### src/rtl/prmcu_uart_pkg.sv
// Shared types and constants for the buffered UART transmitter.
package prmcu_uart_pkg;

  // Frame sequencer states.
  typedef enum logic [2:0] {
    IDLE,
    START,
    DATA,
    PARITY,
    STOP
  } uart_state_t;

  // Parity selection, encoded exactly as the parity_mode_i input.
  typedef enum logic [1:0] {
    PAR_NONE = 2'd0,
    PAR_EVEN = 2'd1,
    PAR_ODD  = 2'd2,
    PAR_MARK = 2'd3
  } parity_t;

  localparam int MIN_DATA_BITS = 5;
  localparam int MAX_STOP_BITS = 2;

  // Data bits per frame, forced into MIN_DATA_BITS..max_bits.
  function automatic logic [3:0] clamp_data_bits(input logic [3:0] n,
                                                 input logic [3:0] max_bits);
    if (n < 4'(MIN_DATA_BITS)) begin
      return 4'(MIN_DATA_BITS);
    end else if (n > max_bits) begin
      return max_bits;
    end else begin
      return n;
    end
  endfunction

  // Stop bits per frame: zero means one, anything above the maximum means two.
  function automatic logic [1:0] clamp_stop_bits(input logic [1:0] n);
    if (n == 2'd0) begin
      return 2'd1;
    end else if (n > 2'(MAX_STOP_BITS)) begin
      return 2'(MAX_STOP_BITS);
    end else begin
      return n;
    end
  endfunction

endpackage : prmcu_uart_pkg

### src/rtl/prmcu_sync_fifo.sv
// Single-clock FIFO with show-ahead head word, one-cycle flush and occupancy count.
module prmcu_sync_fifo #(
  parameter int WIDTH = 9,
  parameter int DEPTH = 8
) (
  input  logic                       clk,
  input  logic                       rst,
  input  logic                       flush,
  input  logic                       wr_en,
  input  logic [WIDTH-1:0]           wr_data,
  input  logic                       rd_en,
  output logic [WIDTH-1:0]           rd_data,
  output logic                       full,
  output logic                       empty,
  output logic [$clog2(DEPTH):0]     level
);

  localparam int AW = $clog2(DEPTH);
  localparam int LW = AW + 1;
  localparam logic [LW-1:0] DEPTH_L = LW'(DEPTH);

  logic [WIDTH-1:0] mem [DEPTH];
  logic [AW-1:0]    wr_ptr;
  logic [AW-1:0]    rd_ptr;
  logic [LW-1:0]    count;
  logic             do_wr;
  logic             do_rd;

  assign full    = (count == DEPTH_L);
  assign empty   = (count == '0);
  assign level   = count;
  assign rd_data = mem[rd_ptr];

  // A write coincident with flush is dropped; reads from an empty FIFO never happen.
  assign do_wr = wr_en && !full && !flush;
  assign do_rd = rd_en && !empty;

  // Pointer and occupancy bookkeeping; DEPTH is a power of two so pointers wrap naturally.
  // NOTE: sequential state uses non-blocking assignments so every register samples pre-edge values.
  always_ff @(posedge clk) begin
    if (rst) begin
      wr_ptr <= '0;
      rd_ptr <= '0;
      count  <= '0;
    end else if (flush) begin
      wr_ptr <= '0;
      rd_ptr <= '0;
      count  <= '0;
    end else begin
      if (do_wr) wr_ptr <= wr_ptr + AW'(1);
      if (do_rd) rd_ptr <= rd_ptr + AW'(1);
      case ({do_wr, do_rd})
        2'b10:   count <= count + LW'(1);
        2'b01:   count <= count - LW'(1);
        default: count <= count;
      endcase
    end
  end

  // Storage array write port.
  // NOTE: the storage array has no reset; count/pointers alone define which words are valid.
  always_ff @(posedge clk) begin
    if (do_wr) mem[wr_ptr] <= wr_data;
  end

endmodule : prmcu_sync_fifo

### src/rtl/prmcu_uart_tx_buffered.sv
// FIFO-buffered UART transmitter: configurable data bits, parity, stop bits and baud divider.
module prmcu_uart_tx_buffered
  import prmcu_uart_pkg::*;
#(
  parameter int DATA_W     = 9,
  parameter int FIFO_DEPTH = 8,
  parameter int DIV_W      = 16
) (
  input  logic                          clk,
  input  logic                          rst,
  input  logic                          tx_en_i,
  input  logic                          flush_i,
  input  logic [3:0]                    n_data_bits_i,
  input  logic [1:0]                    parity_mode_i,
  input  logic [1:0]                    n_stop_bits_i,
  input  logic [DIV_W-1:0]              clk_divider_i,
  input  logic [DATA_W-1:0]             in_dat_i,
  input  logic                          in_vld_i,
  output logic                          in_rdy_o,
  output logic [$clog2(FIFO_DEPTH):0]   level_o,
  output logic                          busy_o,
  output logic                          tx_o
);

  localparam logic [3:0] MAX_BITS = 4'(DATA_W);

  // FIFO interface
  logic [DATA_W-1:0] head_data;
  logic              fifo_full;
  logic              fifo_empty;
  logic              pop;

  // Sequencer state and per-frame latched configuration
  uart_state_t       state_q;
  uart_state_t       state_d;
  logic [DATA_W-1:0] shreg_q;
  logic [3:0]        nbits_q;
  logic [1:0]        nstop_q;
  parity_t           pmode_q;
  logic [DIV_W-1:0]  div_q;
  logic [DIV_W-1:0]  div_cnt_q;
  logic [3:0]        bit_cnt_q;
  logic              par_acc_q;
  logic              tx_q;
  logic              tx_d;
  logic              par_bit;

  // Derived strobes
  logic tick;
  logic last_data;
  logic last_stop;
  logic can_start;

  prmcu_sync_fifo #(
    .WIDTH (DATA_W),
    .DEPTH (FIFO_DEPTH)
  ) u_fifo (
    .clk     (clk),
    .rst     (rst),
    .flush   (flush_i),
    .wr_en   (in_vld_i),
    .wr_data (in_dat_i),
    .rd_en   (pop),
    .rd_data (head_data),
    .full    (fifo_full),
    .empty   (fifo_empty),
    .level   (level_o)
  );

  assign in_rdy_o  = !fifo_full;
  assign busy_o    = (state_q != IDLE);
  assign tx_o      = tx_q;

  assign tick      = (div_cnt_q == div_q);
  assign last_data = (bit_cnt_q == nbits_q - 4'd1);
  assign last_stop = (bit_cnt_q == {2'b00, nstop_q} - 4'd1);
  assign can_start = tx_en_i && !fifo_empty;

  // State register and registered serial line (line lags state by one cycle).
  always_ff @(posedge clk) begin
    if (rst) begin
      state_q <= IDLE;
      tx_q    <= 1'b1;
    end else begin
      state_q <= state_d;
      tx_q    <= tx_d;
    end
  end

  // Next-state logic; pop fires on every edge that begins a new frame.
  // NOTE: every signal written here gets a default first so no latch is inferred.
  always_comb begin
    state_d = state_q;
    pop     = 1'b0;
    case (state_q)
      IDLE: begin
        if (can_start) begin
          state_d = START;
          pop     = 1'b1;
        end
      end
      START: begin
        if (tick) state_d = DATA;
      end
      DATA: begin
        if (tick && last_data) state_d = (pmode_q == PAR_NONE) ? STOP : PARITY;
      end
      PARITY: begin
        if (tick) state_d = STOP;
      end
      STOP: begin
        if (tick && last_stop) begin
          if (can_start) begin
            state_d = START;
            pop     = 1'b1;
          end else begin
            state_d = IDLE;
          end
        end
      end
      default: state_d = IDLE;
    endcase
  end

  // Line level for the current state.
  always_comb begin
    case (pmode_q)
      PAR_EVEN: par_bit = par_acc_q;
      PAR_ODD:  par_bit = ~par_acc_q;
      default:  par_bit = 1'b1;
    endcase
    case (state_q)
      START:   tx_d = 1'b0;
      DATA:    tx_d = shreg_q[0];
      PARITY:  tx_d = par_bit;
      default: tx_d = 1'b1;
    endcase
  end

  // Datapath: config latch on pop, baud divider, shifter, bit counter, running parity.
  always_ff @(posedge clk) begin
    if (rst) begin
      shreg_q   <= '0;
      nbits_q   <= 4'(MIN_DATA_BITS);
      nstop_q   <= 2'd1;
      pmode_q   <= PAR_NONE;
      div_q     <= '0;
      div_cnt_q <= '0;
      bit_cnt_q <= '0;
      par_acc_q <= 1'b0;
    end else if (pop) begin
      shreg_q   <= head_data;
      nbits_q   <= clamp_data_bits(n_data_bits_i, MAX_BITS);
      nstop_q   <= clamp_stop_bits(n_stop_bits_i);
      pmode_q   <= parity_t'(parity_mode_i);
      div_q     <= clk_divider_i;
      div_cnt_q <= '0;
      bit_cnt_q <= '0;
      par_acc_q <= 1'b0;
    end else if (state_q != IDLE) begin
      div_cnt_q <= tick ? '0 : div_cnt_q + DIV_W'(1);
      if (tick) begin
        case (state_q)
          DATA: begin
            shreg_q   <= shreg_q >> 1;
            par_acc_q <= par_acc_q ^ shreg_q[0];
            bit_cnt_q <= last_data ? 4'd0 : bit_cnt_q + 4'd1;
          end
          STOP: begin
            bit_cnt_q <= last_stop ? 4'd0 : bit_cnt_q + 4'd1;
          end
          default: ;
        endcase
      end
    end
  end

endmodule : prmcu_uart_tx_buffered

### config.mk
export PLATFORM = sky130hd
export DESIGN_NAME = prmcu_uart_tx_buffered
export DESIGN_NICKNAME = d
export VERILOG_FILES = /design/src/rtl/prmcu_uart_pkg.sv /design/src/rtl/prmcu_sync_fifo.sv /design/src/rtl/prmcu_uart_tx_buffered.sv
export SDC_FILE = /design/constraint.sdc
export NUM_CORES = 1
export LEC_CHECK = 0
export BUFFER_PORTS_ARGS = -buffer_cell sky130_fd_sc_hd__buf_2
export CAP_MARGIN = 20
export CORE_MARGIN = 2
export CORE_UTILIZATION = 45
export DETAILED_ROUTE_END_ITERATION = 7
export PLACE_DENSITY = 0.65
export SYNTH_ARGS = -nofsm -noshare
export SYNTH_HDL_FRONTEND = slang
export SYNTH_SLANG_ARGS = --single-unit
### constraint.sdc
create_clock -name clk -period 3.2 [get_ports clk]
set_input_delay 0.64 -clock clk [delete_from_list [all_inputs] [get_ports clk]]
set_output_delay 0.64 -clock clk [all_outputs]
set_load 0.005 [all_outputs]
-- After elaboration in Yosys (flattened, before gate mapping)
Memories as Yosys holds them, arrays and structs flattened. A register that Yosys moved wholly into a read port is not among the register bits.
Index checks and enable logic that the tools add are counted.
- word-level logic and storage cells: 99
- register bits after elaboration: 68
- bits in writable memories: 72
- memories: 1
- bitwise logic cells: 2
- $lt $le $gt $ge: 3
- equality and inequality tests: 17
- reduce and logical (&&, ||, !) cells: 25
- muxes and demuxes: 30
- add/sub/neg operators: 8
- memory list (memory ; words ; bits a word ; rd ports ; clocked after Yosys merged registers in ; wr ports ; RTL line ; text):
    u_fifo.mem ; 8 ; 9 ; 1 ; 1 ; 1 ; prmcu_sync_fifo.sv:22 ; logic [WIDTH-1:0] mem [DEPTH];
- operators with widths (operator ; count):
    9-bit two-way mux ; 4
    3-bit two-way mux ; 8
    16-bit by 1-bit adder with 16-bit output (second input constant) ; 1
    16-bit equality test ; 1
    16-bit two-way mux ; 1
    4-bit two-way mux ; 4
    4-bit one-hot mux with 2 select lines ; 2
    3-bit one-hot mux with 5 select lines ; 1
    2-bit != test (second input constant) ; 5
    2-bit nonzero test ; 5
    3-bit AND reduction ; 3
    4-bit by 1-bit adder with 4-bit output (second input constant) ; 2
    4-bit equality test ; 2
    4-bit by 1-bit subtractor with 4-bit output (second input constant) ; 2
    3-bit by 1-bit adder with 3-bit output (second input constant) ; 2
    3-bit by 2-bit equality test with 1-bit output (second input constant) ; 2
    1-bit logical AND ; 6
    1-bit two-way mux ; 5
    5-bit AND reduction ; 1
    2-bit by 1-bit equality test with 1-bit output (second input constant) ; 2
    2-bit equality test (second input constant) ; 2
    4-bit equality test (second input constant) ; 1
    4-bit greater-than comparator (second input constant) ; 1
    2-bit logical NOT ; 2
    15 further kinds ; 20

-- Logic depth before layout (Yosys ltp)
Gate-level depths: netlist (run 1).
- depth after elaboration: 9
- depth in mapped cells: 15
- mapped depth without buffers: 14

-- Cells and area by module
From an unflattened synthesis (run 1), not the netlist that was laid out.
- cells, all modules: 527
- area total of the unflattened synthesis: 6329.8 µm²
- modules (own cells, without submodules) (module ; area an instance (µm²) ; times used ; cells each):
    prmcu_sync_fifo ; 3465.8 ; 1 ; 182
    prmcu_uart_tx_buffered ; 2864.0 ; 1 ; 345

-- Worst setup path before layout (run 1)
Ideal clock, no wire load.
- path kind: register to register
- from: register nstop_q[0]
- to: register u_fifo.count[2], in the netlist u_fifo.level[2]
- path slack: 0.447 ns
- library setup time: 0.071 ns
- arrival time: 2.682 ns
- clock period less this slack: 2.753 ns
- cell stages (with the launch flop): 16
- path through: dfxtp_1 -> inv_1 -> ha_1 -> and3_1 -> o211ai_1 -> nor2_1 -> a21oi_4 -> inv_2 -> buf_4 -> ha_1 -> xor2_1 -> ha_1 -> a21oi_1 -> xor2_1 -> or3_1 -> a21oi_1
- word-level cells in the longest chain between the ends: 8
- RTL lines (element ; RTL line ; text):
    from (decl) ; prmcu_uart_tx_buffered.sv:38 ; logic [1:0] nstop_q;
    from (signal assigned) ; prmcu_uart_tx_buffered.sv:154 ; nstop_q <= clamp_stop_bits(n_stop_bits_i);
    2-bit by 1-bit subtractor with 3-bit output * ; prmcu_uart_tx_buffered.sv:76 ; assign last_stop = (bit_cnt_q == {2'b00, nstop_q} - 4'd1);
    4-bit equality test * ; prmcu_uart_tx_buffered.sv:76 ;
    1-bit logical AND * ; prmcu_uart_tx_buffered.sv:112 ; if (tick && last_stop) begin
    1-bit two-way mux * ; prmcu_uart_tx_buffered.sv:112 ;
    1-bit one-hot mux with 2 select lines * ; prmcu_uart_tx_buffered.sv:95 ; case (state_q)
    1-bit logical AND * ; prmcu_sync_fifo.sv:36 ; assign do_rd = rd_en && !empty;
    via u_fifo.do_rd ; prmcu_sync_fifo.sv:27 ; logic do_rd;
    2-bit by 1-bit equality test with 1-bit output / 2-bit equality test (equally long branches) ; prmcu_sync_fifo.sv:52 ; case ({do_wr, do_rd})
    4-bit one-hot mux with 2 select lines / 2-bit nonzero test (equally long branches) ; n/a ;
    to (signal assigned) ; prmcu_sync_fifo.sv:53 ; 2'b10: count <= count + LW'(1);
    to (signal assigned) ; prmcu_sync_fifo.sv:54 ; 2'b01: count <= count - LW'(1);
    to (signal assigned) ; prmcu_sync_fifo.sv:55 ; default: count <= count;
    to (decl) ; prmcu_sync_fifo.sv:25 ; logic [LW-1:0] count;
Mark *: on every way through the listed nets, which the timed path passes. The rest lies on a longest branch.
A chain may end at the register's enable or synchronous reset.

-- Worst setup path in the final report (run 1)
- from: register nstop_q[0]
- to: register u_fifo.count[2], in the netlist u_fifo.level[2]
- word-level cells in the longest chain between the ends: 8
- RTL lines (element ; RTL line):
    2-bit by 1-bit subtractor with 3-bit output * ; prmcu_uart_tx_buffered.sv:76
    4-bit equality test * ; prmcu_uart_tx_buffered.sv:76
    1-bit logical AND * ; prmcu_uart_tx_buffered.sv:112
    1-bit two-way mux * ; prmcu_uart_tx_buffered.sv:112
    1-bit one-hot mux with 2 select lines * ; prmcu_uart_tx_buffered.sv:95
    1-bit logical AND * ; prmcu_sync_fifo.sv:36
    2-bit by 1-bit equality test with 1-bit output / 2-bit equality test (equally long branches) ; prmcu_sync_fifo.sv:52
    4-bit one-hot mux with 2 select lines / 2-bit nonzero test (equally long branches) ; n/a
Mark *: on every way between the ends. The rest lies on a longest branch, timed or not.

==> results of run 1 <==
-- critical path, stage by stage, from the launching register on --
cell and delay, ns:
dfxtp_1 0.34, inv_1 0.06, ha_1 0.20, and3_1 0.18
o211ai_1 0.28, nor2_1 0.12, a21oi_4 0.17, inv_2 0.07
ha_1 0.27, xor2_1 0.17, ha_1 0.19, a21oi_1 0.14
xor2_1 0.09, or3_1 0.30, a21oi_1 0.14
-- Yosys cell counts, types with 2 or more instances --
master	instances	area, µm²
or2_2	2	12.5
nor3_1	9	45.0
nand3_1	14	70.1
nand2b_1	6	37.5
mux4_2	18	405
nor2b_1	8	50.1
clkbuf_1	12	45.0
nor2_1	72	270
xor2_1	19	166
dfxtp_1	71	1420
buf_4	2	15.0
a211o_1	3	26.3
nand4_1	5	31.3
nor4bb_1	2	20.0
inv_1	12	45.0
o21ai_0	5	25.0
xnor2_1	28	245
mux2_2	2	22.5
a211oi_1	16	120
or3_1	6	37.5
nand2_1	21	78.8
mux2i_1	34	340
buf_2	7	35.0
and3_1	3	18.8
a21oi_1	14	70.1
edfxtp_1	72	2160
ha_1	12	150
-- registers in the layout (all words and copies together) (netlist names), 3 cells and up, named ones only --
register       count
u_fifo.mem        72
u_fifo.rd_ptr      3
u_fifo.wr_ptr      3
state_q            3
nbits_q            4
bit_cnt_q          4
shreg_q            9
div_q             16
u_fifo.level       4
div_cnt_q         16
-- metal layers --
metal | up-vias | global-route usage [%] | part of all wire [%]
li1 | 1892 | - | -
met1 | 1835 | 20.2 | 45
met2 | 66 | 27.5 | 50
met3 | 15 | 4.46 | 4.0
met4 | 0 | 7.05 | 1.6
met5 | - | 0 | 0
-- kinds of logic after synthesis --
group	after synthesis	share of synthesized area (%)
simple gates	157	12.3
flops	143	58.2
mux	54	12.5
compound gates	48	5.47
xor+xnor	47	6.69
buf+inv	35	2.40
fa+ha+maj	12	2.44
-- where the power goes --
| group | total, µW | internal (µW) | switching [µW] |
|---|---|---|---|
| clock network | 1980 | 1290 | 698 |
| registers | 2130 | 2030 | 98.7 |
| logic | 955 | 412 | 543 |
-- worst min path at each step --
stage / slack (ns) / from / cells past startpoint / endpoint
finish: 0.46 / clk_divider_i[5] / 3 / div_q[5]$_SDFFE_PP0N_
global route: 0.46 / clk_divider_i[10] / 3 / div_q[10]$_SDFFE_PP0N_
CTS: 0.44 / clk_divider_i[5] / 3 / div_q[5]$_SDFFE_PP0N_
detailed placement: 0.49 / u_fifo.rd_ptr[2]$_SDFFE_PP0P_ / 2 / u_fifo.rd_ptr[2]$_SDFFE_PP0P_
global placement: 0.46 / shreg_q[8]$_SDFFE_PP0P_ / 2 / shreg_q[8]$_SDFFE_PP0P_
floorplan: 0.44 / shreg_q[8]$_SDFFE_PP0P_ / 2 / shreg_q[8]$_SDFFE_PP0P_
-- area by class of cell --
cell class | instances | area [µm²]
fill | 1128 | 6110
inverter | 13 | 48.8
clock inverter | 14 | 171
multi-input combinational | 318 | 2420
tap | 176 | 220
timing repair buffer | 55 | 305
sequential | 143 | 3580
clock buffer | 18 | 429
-- per-stage QoR --
step                      instances  utilization (%)  total power [µW]  hold WS, ns
after detailed placement        705             49.5              3120        0.486
after floorplan                 496                -              2900        0.443
final                           737             54.0              5070        0.456
after global placement          705             49.5              3100        0.459
after global routing            737             54.0              5300        0.458
after CTS                       737             54.0              5120        0.439
==> metrics.md, run 1 <==
| Metric | Value |
|---|---|
| Status | `finished clean` |
| Critical Path Sink | `u_fifo.level[2]$_SDFFE_PP0P_` |
| Cell variety after synth | `48` |
| Root Driver | `clkbuf_16` |
| Pleak | `0.00271 µW` |
| Routed Wire Length | `11.2 mm` |
| Clk sinks | `143` |
| R2R setup slack | `0.43 ns` |
| Initial Util | `46.3%` |
| Min-delay worst type | `input pin to register` |
| Clock Latency Late Sink | `0.42 ns` |
| Reg2reg end | `u_fifo.level[2]$_SDFFE_PP0P_` |
| Area grow syn2layout | `16.7%` |
| Clk_skew | `0.00542 ns` |
| Port buffer count | `43` |
| Final setup margin | `0.425 ns` |
| Total GRT Usage | `16.5%` |
| Top FF cell, synth | `edfxtp_1` |
| Ant diodes | `0` |
| Max Clk Rate | `360 MHz` |
| Post-synth EDFFs | `72` |
| Setup violators final | `0` |
| Die area | `0.0146 mm²` |
| Sequential fraction of the synthesis area | `58.2%` |
| Iteration-0 DRC Markers | `191` |
| Power Density | `706 mW/mm²` |
| Die Span X | `121 µm` |
| FF-to-FF Start | `nstop_q[0]$_SDFFE_PP1N_` |
| Number of post-CTS setup repair buffers | `0` |
| Initial antenna violation count | `0` |
| Core ar. | `0.0133 mm²` |
| Fin. Hold Viols | `0` |
| Syn Inst Count | `496` |
| Mean Syn Cell Area | `12.4 µm²` |
| Drt pass-1 iters | `4` |
| Worst Path Class, Setup | `register to register` |
| Nets | `598` |
| DP Area | `0.00658 mm²` |
| Crit share post-route | `86.7%` |
| Layout cell share with drive strength beyond 1 | `19.8%` |
| Post-cts sizing count | `0` |
| Crit path capture type | `register` |
| Final GP Congestion | `0.779` |
| Clock transition at path regs | `0.05 ns` |
| Syn nets | `546` |
| Most frequent cells in the layout | `nor2_1, edfxtp_1, dfxtp_1` |
| H-tree Lvls | `4` |
| Pin count of the biggest net entering global routing | `42` |
| Hpwl dp | `7.40 mm` |
| # DRC | `0` |
| Max-slew violation count | `0` |
| FF+latch count, synth | `143` |
| Crit path launch type | `register` |
| Drt wl/cell | `15.2 µm` |
| RSZ-0062 raised after global routing | `false` |
| IO Count | `45` |
| Asr flop ratio synth | `0%` |
| ANT nets after route | `0` |
| Req. time, crit path | `3.55 ns` |
| Number of global-route vias before repair | `3717` |
| Final min period | `2.77 ns` |
| Synthesized area | `0.00615 mm²` |
| Setup TNS | `0 ns` |
| Num rows | `42` |
| Crit path from | `nstop_q[0]$_SDFFE_PP1N_` |
| First-pass GRT wire length | `18.2 mm` |
| Post-CTS Hold Buffers | `0` |
| Worst Path Max Fanout | `5` |
| CTS tree | `built` |
| DR vias | `3808` |
| VDD IR-drop max | `0.000403 V` |
| Worst slack at placement | `0.442 ns` |
| Clk buf depth | `2` |
| Via/cell ratio | `5.17` |
| Die Span Y | `121 µm` |
| Max Cap Violations | `0` |
| Yosys warnings | `0` |
| Max-slew headroom | `35.3%` |
| Pin slew with the least headroom to its limit | `0.970 ns` |
| TritonCTS Buffers | `17` |
| WP data arrival | `3.12 ns` |
| FF-to-FF path depth | `14` |
| GR Overflow Total | `0` |
| Fin area | `0.00718 mm²` |
Note: power is estimated with default switching activity, not from simulation.
==> run 2, diff against run 1 <==
==> constraint.sdc (replaced) <==
create_clock -name clk -period 3.2 [get_ports clk]
set_input_delay 0.64 -clock clk [delete_from_list [all_inputs] [get_ports clk]]
set_output_delay 0.64 -clock clk [all_outputs]
set_load 0.1 [all_outputs]
==> run 2 against run 1 <==
Against the previous run:
- core utilization is 0.17 points higher
- largest power group unchanged
- routed wire length is 0.34% lower
- fmax is 0.85% lower
- cell count is 0.27% higher
- combinational power is 13% higher
- non-clock buffer count is 2 higher
==> metrics.md, run 2 (synthesis results as in run 1) <==
| Metric | Value |
|---|---|
| Nets | `600 (was 598)` |
| Initial antenna violation count | `0 (unchanged)` |
| Pin slew with the least headroom to its limit | `0.786 ns (was 0.970 ns)` |
| Final min period | `2.80 ns (was 2.77 ns)` |
| Clock transition at path regs | `0.06 ns (was 0.05 ns)` |
| DP Area | `0.00660 mm² (was 0.00658 mm²)` |
| Grt peak-use layer | `met2 (unchanged)` |
| Hold path cells | `3 (unchanged)` |
| Max-slew violation count | `0 (unchanged)` |
| Total GRT Usage | `16.8% (was 16.5%)` |
| Drt pass-1 iters | `4 (unchanged)` |
| Largest Register | `u_fifo.mem (unchanged)` |
| Reg2reg end | `u_fifo.level[2]$_SDFFE_PP0P_ (unchanged)` |
| Setup TNS | `0 ns (unchanged)` |
| Drt wl/cell | `15.1 µm (was 15.2 µm)` |
| Fin area | `0.00720 mm² (was 0.00718 mm²)` |
| FF-to-FF path depth | `12 (was 14)` |
| Register area | `0.00359 mm² (was 0.00358 mm²)` |
| Layout cell share with drive strength beyond 1 | `20.2% (was 19.8%)` |
| Top delay family on crit path | `simple AND/OR/NAND/NOR gates (was compound AO/OA/AOI/OAI gates)` |
| FF-to-FF Start | `div_cnt_q[7]$_SDFFE_PP0N_ (was nstop_q[0]$_SDFFE_PP1N_)` |
| VDD IR-drop max | `0.000516 V (was 0.000403 V)` |
| Num rows | `42 (unchanged)` |
| Routing usage on met1 | `19.7% (was 20.2%)` |
| Worst Path Class, Setup | `register to register (unchanged)` |
| Clk buf depth | `2 (unchanged)` |
| Min-delay worst type | `input pin to register (unchanged)` |
| Area grow syn2layout | `17.1% (was 16.7%)` |
| Hold Startpoint | `clk_divider_i[15] (was clk_divider_i[5])` |
| Power Density | `721 mW/mm² (was 706 mW/mm²)` |
| R2R setup slack | `0.40 ns (was 0.43 ns)` |
| Post-cts sizing count | `0 (unchanged)` |
| Worst Path Max Fanout | `6 (was 5)` |
| Req. time, crit path | `3.54 ns (was 3.55 ns)` |
| Status | `finished clean (unchanged)` |
| Crit path launch type | `register (unchanged)` |
| Crit-path cells | `xnor2_1 -> nand4_1 -> nor4_4 -> a21oi_4 -> inv_2 -> ha_1 -> xor2_1 -> ha_1 -> a21oi_1 -> xor2_1 -> or3_1 -> a21oi_1 (was inv_1 -> ha_1 -> and3_1 -> o211ai_1 -> nor2_1 -> a21oi_4 -> inv_2 -> ha_1 -> xor2_1 -> ha_1 -> a21oi_1 -> xor2_1 -> or3_1 -> a21oi_1)` |
| Hold Slack | `0.464 ns (was 0.456 ns)` |
| Number of post-CTS setup repair buffers | `0 (unchanged)` |
| Via/cell ratio | `5.12 (was 5.17)` |
| H-tree Lvls | `4 (unchanged)` |
| Die Span X | `121 µm (unchanged)` |
| Final GP Congestion | `0.786 (was 0.779)` |
| Max-slew headroom | `47.6% (was 35.3%)` |
| Fillcell total | `1126 (was 1128)` |
| Routed Wire Length | `11.2 mm (about the same)` |
| Worst Path Buf+Inv | `1 (was 2)` |
| Crit path capture type | `register (unchanged)` |
| WP data arrival | `3.14 ns (was 3.12 ns)` |
| Worst path slowest cell | `nor4_4 (was dfxtp_1)` |
| Die area | `0.0146 mm² (unchanged)` |
| Hpwl dp | `7.45 mm (was 7.40 mm)` |
| Fin. Hold Viols | `0 (unchanged)` |
| Ant diodes | `0 (unchanged)` |
| Most frequent cells in the layout | `nor2_1, edfxtp_1, dfxtp_1 (unchanged)` |
| Max Cap Violations | `0 (unchanged)` |
| Area occupied by multi-input gates | `0.00243 mm² (was 0.00242 mm²)` |
| GRT met2 Usage | `29.1% (was 27.5%)` |
| CTS tree | `built (unchanged)` |
| Total power | `5190 µW (was 5070 µW)` |
| Clock Latency Late Sink | `0.41 ns (was 0.42 ns)` |
| Pin count of the biggest net entering global routing | `42 (unchanged)` |
| Clk sinks | `143 (unchanged)` |
| GR Overflow Total | `0 (unchanged)` |
| Hold Crit Endpoint | `div_q[15]$_SDFFE_PP0N_ (was div_q[5]$_SDFFE_PP0N_)` |
| IO Count | `45 (unchanged)` |
| TritonCTS Buffers | `17 (unchanged)` |
| Number of global-route vias before repair | `3856 (was 3717)` |
| Max Clk Rate | `357 MHz (was 360 MHz)` |
| Initial Util | `46.3% (unchanged)` |
| Crit path from | `div_cnt_q[7]$_SDFFE_PP0N_ (was nstop_q[0]$_SDFFE_PP1N_)` |
| Clk_skew | `0.00693 ns (was 0.00542 ns)` |
| Pleak | `0.00272 µW (was 0.00271 µW)` |
| Biggest regs | `u_fifo.mem (72), div_cnt_q (16), div_q (16) (unchanged)` |
| Max reg flops | `72 (unchanged)` |
| Crit share post-route | `87.5% (was 86.7%)` |
| ANT nets after route | `0 (unchanged)` |
| Setup violators final | `0 (unchanged)` |
| DR vias | `3785 (was 3808)` |
| Root Driver | `clkbuf_16 (unchanged)` |
| Core ar. | `0.0133 mm² (unchanged)` |
| Port buffer count | `43 (unchanged)` |
| M3 GR Usage | `4.75% (was 4.46%)` |
| Post-CTS Hold Buffers | `0 (unchanged)` |
| RSZ-0062 raised after global routing | `false (unchanged)` |
| First-pass GRT wire length | `18.8 mm (was 18.2 mm)` |
| # DRC | `0 (unchanged)` |
| Slowest Stage Delay on Critical Path | `0.46 ns (was 0.34 ns)` |
| Die Span Y | `121 µm (unchanged)` |
| Iteration-0 DRC Markers | `171 (was 191)` |
[run 2: layout make-up]
type                            instances  area share (%)
Sequential cell                       143            49.8
Multi-Input combinational cell        318            33.7
Clock buffer                           18            5.96
Timing Repair Buffer                   57            4.45
Tap cell                              176            3.06
Clock inverter                         14            2.40
Inverter                               13           0.677
[run 2: metal layers]
layer  wire (µm)  up-vias  part of all wire (%)
li1            -     1897                     -
met1        4900     1840                    44
met2        5780       40                    52
met3         396        8                   3.5
met4         113        0                   1.0
met5           0        -                     0
[run 2: worst min-delay path, cell delays in order]
cell and delay, ns:
buf_2 0.07, mux2i_1 0.05, nor2_1 0.07
[run 2: worst max path at each step]
stage	to	slack [ns]	depth (start not counted)
2_1_floorplan	u_fifo.level[2]$_SDFFE_PP0P_	0.01	13
3_3_place_gp	u_fifo.level[2]$_SDFFE_PP0P_	0.48	12
4_1_cts	u_fifo.level[2]$_SDFFE_PP0P_	0.38	12
5_1_grt	u_fifo.level[2]$_SDFFE_PP0P_	0.18	12
3_5_place_dp	u_fifo.level[2]$_SDFFE_PP0P_	0.41	12
6_report	u_fifo.level[2]$_SDFFE_PP0P_	0.40	12
[run 2: where the power goes]
part	switching [µW]	leakage, µW	internal (µW)
sequential	99.5	0.00123	2030
clock	691	0.000287	1290
combinational	660	0.00121	424
total	1450	0.00272	3740
[run 2: metrics by stage]
step           std cells  util [%]  setup WS [ns]
5_1_grt              739      54.2          0.183
3_3_place_gp         707      49.7          0.482
3_5_place_dp         707      49.7          0.414
2_1_floorplan        496         -         0.0145
6_report             739      54.2          0.401
4_1_cts              739      54.2          0.376
